### src/rtl/order_fetch.sv
// ---------------------------------------------------------------------------
// order_fetch -- instruction fetch stage
//
// Walks a 32-bit program counter through instruction memory, presenting one
// instruction per cycle to the decode stage. A single-entry hold buffer keeps
// a word that returns while decode is stalled. A redirect (jump) flushes
// everything. A pending soft interrupt is injected into the decode slot ahead
// of the next instruction.
//
// Ports
//   clk, rst           : clock, synchronous active-high reset
//   isStop             : downstream stall, output registers hold while 1
//   jump, jumpAddress  : one-cycle redirect pulse and target (bits[1:0] ignored)
//   imem_req/addr      : memory read request and word-aligned address
//   imem_ack/data      : one-cycle read response
//   int_req, int_num   : level soft-interrupt request and vector
//   int_accept         : one-cycle pulse when the interrupt is injected
//   order, thisOrderAddress, this_isRunning, interrupt, interrupt_num :
//                        registered decode-slot outputs
// ---------------------------------------------------------------------------
module order_fetch (
    input  logic        clk,
    input  logic        rst,
    input  logic        isStop,
    input  logic        jump,
    input  logic [31:0] jumpAddress,
    output logic        imem_req,
    output logic [31:0] imem_addr,
    input  logic        imem_ack,
    input  logic [31:0] imem_data,
    input  logic        int_req,
    input  logic [7:0]  int_num,
    output logic        int_accept,
    output logic [31:0] order,
    output logic [31:0] thisOrderAddress,
    output logic        this_isRunning,
    output logic        interrupt,
    output logic [7:0]  interrupt_num
);

    typedef enum logic [1:0] {
        S_IDLE  = 2'd0,
        S_FETCH = 2'd1,
        S_HOLD  = 2'd2
    } state_t;

    state_t      state_q, state_d;
    logic [31:0] pc_q, pc_d;
    logic [31:0] hold_addr_q, hold_addr_d;
    logic [31:0] hold_data_q, hold_data_d;
    logic [31:0] order_q, order_d;
    logic [31:0] addr_q, addr_d;
    logic        running_q, running_d;
    logic        intr_q, intr_d;
    logic [7:0]  intr_num_q, intr_num_d;
    logic        int_accept_q, int_accept_d;

    logic [31:0] jump_pc;
    logic        int_take;

    assign jump_pc = {jumpAddress[31:2], 2'b00};

    // An interrupt is injected only on a slot load without a redirect, and
    // never in the cycle right after a previous injection so a held request
    // cannot produce back-to-back pulses.
    assign int_take = !rst && !jump && !isStop && int_req && !int_accept_q;

    // The request is dropped combinationally during a redirect so that the
    // stale address is never acknowledged; the new target goes out next cycle.
    assign imem_req   = (state_q == S_FETCH) && !jump;
    assign imem_addr  = pc_q;
    assign int_accept = int_take;

    assign order            = order_q;
    assign thisOrderAddress = addr_q;
    assign this_isRunning   = running_q;
    assign interrupt        = intr_q;
    assign interrupt_num    = intr_num_q;

    always_comb begin
        // NOTE: every signal assigned here starts from its held value so no
        // path through the branches below can infer a latch.
        state_d      = state_q;
        pc_d         = pc_q;
        hold_addr_d  = hold_addr_q;
        hold_data_d  = hold_data_q;
        order_d      = order_q;
        addr_d       = addr_q;
        running_d    = running_q;
        intr_d       = intr_q;
        intr_num_d   = intr_num_q;
        int_accept_d = int_take;

        if (jump) begin
            // Flush: the hold buffer is invalidated by leaving S_HOLD, and the
            // bubble carries the redirect target as its address.
            pc_d      = jump_pc;
            state_d   = S_FETCH;
            order_d   = '0;
            addr_d    = jump_pc;
            running_d = 1'b0;
            intr_d    = 1'b0;
            intr_num_d = '0;
        end else if (int_take) begin
            // Injection reports the address of the next undelivered word; pc
            // and the hold buffer are untouched so that word is still delivered.
            order_d    = '0;
            addr_d     = (state_q == S_HOLD) ? hold_addr_q : pc_q;
            running_d  = 1'b0;
            intr_d     = 1'b1;
            intr_num_d = int_num;
            if (state_q == S_IDLE) begin
                state_d = S_FETCH;
            end
        end else begin
            unique case (state_q)
                S_IDLE: begin
                    state_d = S_FETCH;
                    if (!isStop) begin
                        order_d    = '0;
                        addr_d     = pc_q;
                        running_d  = 1'b0;
                        intr_d     = 1'b0;
                        intr_num_d = '0;
                    end
                end
                S_FETCH: begin
                    if (imem_ack) begin
                        pc_d = pc_q + 32'd4;
                        if (isStop) begin
                            hold_addr_d = pc_q;
                            hold_data_d = imem_data;
                            state_d     = S_HOLD;
                        end else begin
                            order_d    = imem_data;
                            addr_d     = pc_q;
                            running_d  = 1'b1;
                            intr_d     = 1'b0;
                            intr_num_d = '0;
                        end
                    end else if (!isStop) begin
                        order_d    = '0;
                        addr_d     = pc_q;
                        running_d  = 1'b0;
                        intr_d     = 1'b0;
                        intr_num_d = '0;
                    end
                end
                S_HOLD: begin
                    if (!isStop) begin
                        order_d    = hold_data_q;
                        addr_d     = hold_addr_q;
                        running_d  = 1'b1;
                        intr_d     = 1'b0;
                        intr_num_d = '0;
                        state_d    = S_FETCH;
                    end
                end
                default: state_d = S_IDLE;
            endcase
        end
    end

    always_ff @(posedge clk) begin
        // NOTE: state is updated only with non-blocking assignments so every
        // flop samples the values computed from the previous cycle.
        if (rst) begin
            // NOTE: the hold buffer is reset along with the control state; it
            // is two words, so there is no cost reason to leave it unreset.
            state_q      <= S_IDLE;
            pc_q         <= '0;
            hold_addr_q  <= '0;
            hold_data_q  <= '0;
            order_q      <= '0;
            addr_q       <= '0;
            running_q    <= 1'b0;
            intr_q       <= 1'b0;
            intr_num_q   <= '0;
            int_accept_q <= 1'b0;
        end else begin
            state_q      <= state_d;
            pc_q         <= pc_d;
            hold_addr_q  <= hold_addr_d;
            hold_data_q  <= hold_data_d;
            order_q      <= order_d;
            addr_q       <= addr_d;
            running_q    <= running_d;
            intr_q       <= intr_d;
            intr_num_q   <= intr_num_d;
            int_accept_q <= int_accept_d;
        end
    end

endmodule

### config.mk
export PLATFORM = sky130hd
export DESIGN_NAME = order_fetch
export DESIGN_NICKNAME = d
export VERILOG_FILES = /design/src/rtl/order_fetch.sv
export SDC_FILE = /design/constraint.sdc
export NUM_CORES = 1
export LEC_CHECK = 0
export CORE_ASPECT_RATIO = 0.75
export CORE_MARGIN = 1.5
export CORE_UTILIZATION = 50
export DETAILED_ROUTE_END_ITERATION = 8
export PLACE_DENSITY_LB_ADDON = 0.15
export REMOVE_ABC_BUFFERS = 1
export SYNTH_ARGS = -nofsm -noshare
export SYNTH_HDL_FRONTEND = slang
export SYNTH_SLANG_ARGS = --single-unit
### constraint.sdc
create_clock -name clk -period 2.75 [get_ports clk]
set_input_delay 0.55 -clock clk [delete_from_list [all_inputs] [get_ports clk]]
set_output_delay 0.55 -clock clk [all_outputs]
set_load 0.05 [all_outputs]
Yosys cells after proc, flatten, opt, wreduce, memory -nomap -nowiden
Cells that the tools add are included.
W data, S select, Z words.
{"block": "totals", "register_bits": 173, "wordCells": 93, "out_inout_bits": 108, "in_bits": 78}
{"block": "classes", "reduce_logical": 29, "n_addsub": 1, "n_eq_ne": 16, "bitwise": 2, "muxes": 32}
{"cell": "$mux W32", "n": 13}
{"cell": "$pmux W32 S3", "n": 1}
{"cell": "$pmux W32 S2", "n": 1}
{"cell": "$add A32 B3 Y32 const B", "n": 1}
{"cell": "$mux W8", "n": 3}
{"cell": "$reduce_and A3 Y1", "n": 5}
{"cell": "$ne A3 B3 Y1 const B", "n": 4}
{"cell": "$ne A4 B4 Y1 const B", "n": 3}
{"cell": "$mux W2", "n": 5}
{"cell": "$reduce_and A4 Y1", "n": 2}
{"cell": "$mux W1", "n": 7}
{"cell": "$ne A3 B2 Y1 const B", "n": 2}
{"cell": "$pmux W2 S3", "n": 1}
{"cell": "$reduce_bool A2 Y1", "n": 3}
{"cell": "$reduce_bool A3 Y1", "n": 2}
{"cell": "$reduce_or A3 Y1", "n": 2}
{"cell": "$logic_and A1 B1 Y1", "n": 5}
{"cell": "$reduce_and A5 Y1", "n": 1}
{"cell": "$logic_not A1 Y1", "n": 4}
{"cell": "$ne A2 B1 Y1 const B", "n": 2}
{"cell": "$ne A2 B2 Y1 const B", "n": 2}
{"cell": "$ne A4 B2 Y1 const B", "n": 1}
{"cell": "$reduce_bool A4 Y1", "n": 1}
{"cell": "$reduce_or A2 Y1", "n": 2}
{"cell": "other kinds (6)", "n": 7}

Logic depth before layout (Yosys ltp)
Gate-level depths: netlist of the first run.
{"block": "logic_depth", "word_depth": 7, "ltp_mapped": 10, "ltp_nobuf": 6}

Worst setup path before layout of the first run
OpenSTA, ideal clock, no wires.
{"block": "synth_path", "kind": "input to output", "start": "in isStop", "end": "out int_accept", "stages": 5, "arrival_time_ps": 2218, "slack_ps": -18, "required_ps": 2200, "path_buffers": 3, "path_cell_list": "buf_2 -> or3b_4 -> clkbuf_1 -> buf_1 -> nor2_1"}
{"block": "synth_via", "elab_chain_len": 4}
{"item": "start, declared", "line": "24", "rtl": "input logic isStop,"}
{"item": "$logic_not A1 Y1"}
{"item": "$logic_and A1 B1 Y1 (3 in series)", "line": "66", "rtl": "assign int_take = !rst && !jump && !isStop && int_req && !int_accept_q;"}
{"item": "end, declared", "line": "33", "rtl": "output logic int_accept,"}
No other way between the ends.

Worst setup path in the final report of the first run
{"block": "layout_path", "start": "in int_req", "end": "out int_accept"}
{"block": "layout_via", "elab_chain_len": 2}
{"item": "start, declared", "line": "31", "rtl": "input logic int_req,"}
{"item": "$logic_and A1 B1 Y1 (2 in series)", "line": "66"}
No other way between the ends.

==> results of run 1 <==
==> metrics by stage <==
stage	util, %	hold WS, ns	power (mW)	instance area (µm²)
global placement	64.3	0.439	3.72	9730
finish	67.9	0.449	5.91	10300
floorplan	-	0.430	3.25	7320
global route	67.9	0.467	6.13	10300
detailed placement	64.3	0.442	3.74	9730
CTS	67.9	0.451	5.93	10300
==> cell usage after synthesis, types with 2 or more instances <==
cell type and n:
o211a_1 4, o31ai_1 6, buf_2 14, a22oi_1 32, nand4_1 9, buf_1 8, dfxtp_1 167, inv_1 3
or4_1 5, or2_2 2, a21o_1 2, buf_6 2, and2_1 4, o211ai_1 8, nand3_1 40, o311a_1 10
xnor2_1 6, o31a_1 8, or3_1 7, a311oi_1 6, a211o_1 4, buf_4 5, a21oi_1 109, a221o_1 2
clkbuf_1 59, ha_1 6, nor2_1 48, nor3_1 4, o21ai_0 14, and4_1 7, a22o_1 32, mux2i_1 31
nand2b_1 24, a211oi_1 5, a31oi_1 6, nor2b_1 2, nand2_1 221, and3_1 6, nor4_1 10
==> routing by layer <==
layer | track usage [%] | vias to the layer above | share of wire [%] | wire length [µm]
met4 | 9.23 | 2 | 1.7 | 388
met5 | 0 | - | 0.058 | 13
met1 | 38.2 | 3523 | 46 | 10300
li1 | - | 3663 | - | -
met2 | 42.8 | 291 | 45 | 9940
met3 | 5.66 | 30 | 7.4 | 1650
==> report_power, final <==
| group | leakage [nW] | internal (mW) | switching, mW | total (mW) |
|---|---|---|---|---|
| clock | 0.253 | 1.19 | 1.03 | 2.22 |
| combinational | 2.00 | 0.409 | 0.680 | 1.09 |
| sequential | 1.36 | 2.51 | 0.0936 | 2.60 |
| total | 3.61 | 4.10 | 1.80 | 5.91 |
==> registers in the layout (all words and copies together) (netlist names), 2 cells and up <==
register          cells
hold_data_q          32
interrupt_num         8
hold_addr_q          30
order                32
state_q               2
imem_addr            30
thisOrderAddress     30
==> cells by family after synthesis <==
| group | after synthesis |
|---|---|
| buf+inv | 92 |
| flops | 167 |
| fa+ha+maj | 6 |
| simple gates | 395 |
| compound gates | 255 |
| xor+xnor | 6 |
| other cells | 1 |
| mux | 31 |
==> path summary, 6_finish.rpt <==
kind,start,end,slack [ns]
max,int_req,int_accept,0.21
min,thisOrderAddress[10],thisOrderAddress[10],0.45
max reg2reg,state_q[1],imem_addr[19],0.33
min reg2reg,thisOrderAddress[10],thisOrderAddress[10],0.45
==> layout by cell type (no fill, tap or decap), drive strengths merged, types with 6 or more instances in the layout <==
cell and instances:
nand2 221, clkdlybuf4s50 175, dfxtp 167, a21oi 109
nor2 48, nand3 40, buf 40, a22o 32
a22oi 32, mux2i 31, nand2b 24, clkbuf 19
o21ai 15, nor4 10, o311a 10, nand4 9
o211ai 9, o31a 8, and4 7, or3 7
inv 7, o31ai 6, a31oi 6, a311oi 6
xnor2 6, and3 6, ha 6
==> area by class of cell <==
| cell class | instances | area (µm²) |
|---|---|---|
| clock buffer | 19 | 443 |
| clock inverter | 13 | 96.3 |
| fill | 1306 | 4860 |
| inverter | 4 | 15.0 |
| multi-input combinational | 697 | 4010 |
| sequential | 167 | 3340 |
| tap | 205 | 256 |
| timing repair buffer | 215 | 2110 |
==> critical path, cell delays in order <==
cell and delay [ns]:
clkdlybuf4s50_1 0.47, or3b_4 0.43, buf_4 0.19, nor2_1 0.18
buf_12 0.17
==> results.py, run 1 <==
metrics = {
    "status": {
        "status": "completed",
    },
    "drt": {
        "first_iter_violations": 552,
        "vias": 7509,
        "drt-total-wl_um": 22300,
        "drcViolationCount": 0,
        "avgViaCountPerCell": 5.69,
        "first_pass_iters": 5,
        "routedWlPerCell_um": 16.9,
        "ant_nets": 0,
    },
    "global_route": {
        "antenna_found_initial": 1,
        "grt_usage_pct": 27.6,
        "grt-ovfl-total": 0,
        "grt_pass1_vias": 6978,
        "grt_pass1_wl_um": 36100,
        "grt_max_degree": 75,
    },
    "timing": {
        "worst_clock_skew_ns": 0.00853,
        "hold_viol_final": 0,
        "period_needed_ns": 2.54,
        "tns_ns": 0,
        "max_freq_mhz": 393,
        "finalSetupViolations": 0,
        "relSlewSlack_pct": 44.5,
        "fin_crit_sh_pct": 92.5,
        "grt_setup_unrepaired": "no",
        "tightest_slew_ns": 0.833,
        "worst_slack_ns": 0.205,
        "drv_slew": 0,
    },
    "clock_network": {
        "cts_tree": "yes",
        "post_cts_resized": 0,
        "cts_sinks": 167,
        "clk_pin_slew_worst_paths_ns": 0.06,
        "clock_latency_ns": 0.43,
        "post_cts_buffers": 0,
        "cts_buffers": 17,
        "cts_buffer_depth": 2,
        "cts-root-buf": "clkbuf_16",
        "hold_buffers": 0,
        "cts_htree_levels": 4,
    },
    "synthesis": {
        "synth_edf_count": 0,
        "synth_area_um2": 7690,
        "yosys_warnings": 0,
        "syn_area_per_cell_um2": 8.07,
        "ys_seq_elements": 167,
        "yosys.area.top_type_share_pct": 43.5,
        "synth_cells": 953,
        "synth_adder_area_share_pct": 0.976,
        "synth_cell_types": 54,
        "ys_seq_area_share_pct": 43.5,
        "async_reset_ff_share_pct": 0,
        "synth_top_family_by_area": "simple AND/OR/NAND/NOR gates",
        "synth_top_area_cell": "dfxtp_1",
        "synth-simple-area-share_pct": 23.2,
        "synth-xor-area-share_pct": 0.683,
        "synth-compound-area-share_pct": 22.4,
        "synth.top_cells.by_area": "dfxtp_1, nand2_1, a21oi_1",
        "synth_mux_area_share_pct": 4.03,
        "ys.flop_type": "dfxtp_1",
    },
    "die": {
        "rows": 39,
        "dieArea_um2": 16100,
        "initial_core_util_pct": 50.9,
        "coreArea_um2": 15100,
        "chipHeight_um": 110,
        "die_x_um": 146,
        "num_io_pins": 186,
    },
    "pwr": {
        "power_density_nw_per_um2": 575,
        "ir_drop_v": 0.000463,
        "p_leak_nw": 3.61,
    },
    "worst_setup_path": {
        "startpoint_type": "primary input",
        "crit_fanout": 9,
        "worstSetupPathType": "in -> out",
        "worst_ep_arrival_time_ns": 1.99,
        "ff2ff_path_depth": 6,
        "cp_data_required_time_ns": 2.20,
        "end_kind": "output port",
    },
    "placed_design": {
        "gp_congestion": 0.813,
        "detailedPlace.worstSlack_ns": 0.129,
        "port_buffers": 179,
        "dpl.hpwl_um": 14400,
        "place_inst": 1288,
    },
    "final_layout": {
        "fin_cells": 1320,
        "syn_to_final_growth_pct": 33.5,
        "nets": 1186,
        "drive_gt1_share_pct": 7.53,
        "n_antenna_cell": 0,
    },
    "job": {
        "max-cap-violations": 0,
    },
    "worst_hold_path": {
        "holdPathStages": 2,
        "hold_class": "reg -> reg",
    },
}
(Power assumes the default switching activity.)
==> run 2, diff against run 1 <==
--- a/config.mk
+++ b/config.mk
@@ -6,7 +6,7 @@
 export NUM_CORES = 1
 export LEC_CHECK = 0
 export CORE_ASPECT_RATIO = 0.75
-export CORE_MARGIN = 1.5
+export CORE_MARGIN = 8
 export CORE_UTILIZATION = 50
 export DETAILED_ROUTE_END_ITERATION = 8
 export PLACE_DENSITY_LB_ADDON = 0.15
==> run 2 against run 1 <==
Effect of this change:
- combinational power about the same
- clock-buffer cell count up 5
- sequential share of layout area down 0.26 points
- die area up 22%
- first-iteration DRC count down 2.2%
- clock power up 10%
- cell area up 0.82%
- register-to-register slack better by 0.15 ns
- critical path depth down 4
- core utilization up 0.55 points
- worst setup slack better by 0.087 ns
- global-route usage down 4.5 points
==> results.py, run 2 (same netlist as run 1, synthesis figures left out) <==
metrics = {
    "global_route": {
        "grt_pass1_wl_um": 37100,
        "antenna_found_initial": 0,
        "grt_max_degree": 72,
        "busiest_layer": "met2",
        "grt_usage_pct": 23.0,
        "met1_usage_pct": 30.6,
        "met2_usage_pct": 37.1,
        "grt_pass1_vias": 7091,
        "grt_use_met3_pct": 5.92,
        "grt-ovfl-total": 0,
    },
    "clock_network": {
        "cts-root-buf": "clkbuf_16",
        "cts_sinks": 167,
        "cts_buffers": 17,
        "cts_tree": "yes",
        "clk_pin_slew_worst_paths_ns": 0.06,
        "hold_buffers": 0,
        "clock_latency_ns": 0.42,
        "post_cts_resized": 0,
        "cts_buffer_depth": 2,
        "cts_htree_levels": 4,
        "post_cts_buffers": 0,
    },
    "pwr": {
        "power_mw": 6.14,
        "power_density_nw_per_um2": 593,
        "ir_drop_v": 0.000410,
        "p_leak_nw": 3.65,
    },
    "timing": {
        "hold_viol_final": 0,
        "tns_ns": 0,
        "finalSetupViolations": 0,
        "hold_slack_ns": 0.450,
        "worst_clock_skew_ns": 0.0104,
        "tightest_slew_ns": 0.802,
        "grt_setup_unrepaired": "no",
        "relSlewSlack_pct": 46.6,
        "fin_crit_sh_pct": 89.4,
        "period_needed_ns": 2.46,
        "max_freq_mhz": 407,
        "drv_slew": 0,
    },
    "drt": {
        "first_pass_iters": 5,
        "drt-total-wl_um": 23300,
        "vias": 7473,
        "drcViolationCount": 0,
        "ant_nets": 0,
        "avgViaCountPerCell": 5.67,
        "routedWlPerCell_um": 17.7,
        "first_iter_violations": 540,
    },
    "worst_setup_path": {
        "worst_ep_arrival_time_ns": 1.91,
        "cpPeakStageDelay_ns": 0.89,
        "cp_num_buf_inv": 1,
        "end_kind": "output port",
        "startpoint_type": "flip-flop",
        "cp_top_family": "buffers and inverters",
        "crit_fanout": 11,
        "cp_data_required_time_ns": 2.20,
        "cpMaxStageDelayCell": "clkdlybuf4s50_1",
        "worstSetupPathType": "reg -> out",
        "worstPathCellList": "clkdlybuf4s50_1",
    },
    "die": {
        "dieArea_um2": 19700,
        "die_x_um": 159,
        "num_io_pins": 186,
        "initial_core_util_pct": 50.9,
        "coreArea_um2": 15100,
        "chipHeight_um": 123,
        "rows": 39,
    },
    "placed_design": {
        "dpl.hpwl_um": 15900,
        "port_buffers": 179,
        "gp_congestion": 0.837,
        "place_inst": 1286,
    },
    "final_layout": {
        "layout_common_cells": "nand2_1, clkdlybuf4s50_1, dfxtp_1, a21oi_1, nor2_1",
        "fin_util_pct": 68.5,
        "fin_cells": 1317,
        "n_antenna_cell": 0,
        "drive_gt1_share_pct": 7.01,
        "nets": 1184,
        "nFillCells": 1267,
        "syn_to_final_growth_pct": 34.6,
        "layout_commonest_cell": "nand2_1",
    },
    "worst_hold_path": {
        "hold_class": "reg -> reg",
    },
    "status": {
        "status": "completed",
    },
    "job": {
        "max-cap-violations": 0,
    },
}
-- run 2: changes by cell type in the layout (fill, tap and decap cells not counted), sizes merged --
cell	previous run	this run
clkbuf	19	24
inv	7	3
bufinv	0	3
clkinvlp	5	2
buf	40	38
clkinv	5	3
-- run 2: worst paths after layout --
path	startpoint	endpoint	slack, ns	depth (start not counted)
worst min register to register	thisOrderAddress[20]	thisOrderAddress[20]	0.45	2
worst max-delay path	imem_addr[22]	imem_addr[22]	0.29	1
worst max register to register	state_q[1]	imem_addr[26]	0.48	7
worst min-delay path	thisOrderAddress[20]	thisOrderAddress[20]	0.45	2
-- run 2: final cells by class --
cell class | count | area, µm² | share of cell area [%]
Clock buffer | 24 | 482 | 4.65
Clock inverter | 7 | 119 | 1.15
Inverter | 4 | 15.0 | 0.145
Multi-Input combinational cell | 697 | 4010 | 38.7
Sequential cell | 167 | 3340 | 32.3
Tap cell | 205 | 256 | 2.48
Timing Repair Buffer | 213 | 2130 | 20.6
-- run 2: per-layer routing --
layer  wire, µm  vias to the layer above
met5          0                        -
met4        270                        0
met3       1360                       16
met2      10700                      230
met1      11000                     3566
li1           -                     3661
-- run 2: per-stage QoR --
stage | instance area, µm² | setup WS, ns
floorplan | 7320 | -2.04
global placement | 9750 | 0.0855
detailed placement | 9750 | 0.0639
CTS | 10400 | 0.286
global route | 10400 | 0.221
finish | 10400 | 0.292
-- run 2: power breakdown --
part           total, mW  internal (mW)  switching (mW)
clock network       2.45           1.50           0.949
logic               1.09          0.410           0.675
registers           2.61           2.51          0.0972
total               6.14           4.42            1.72
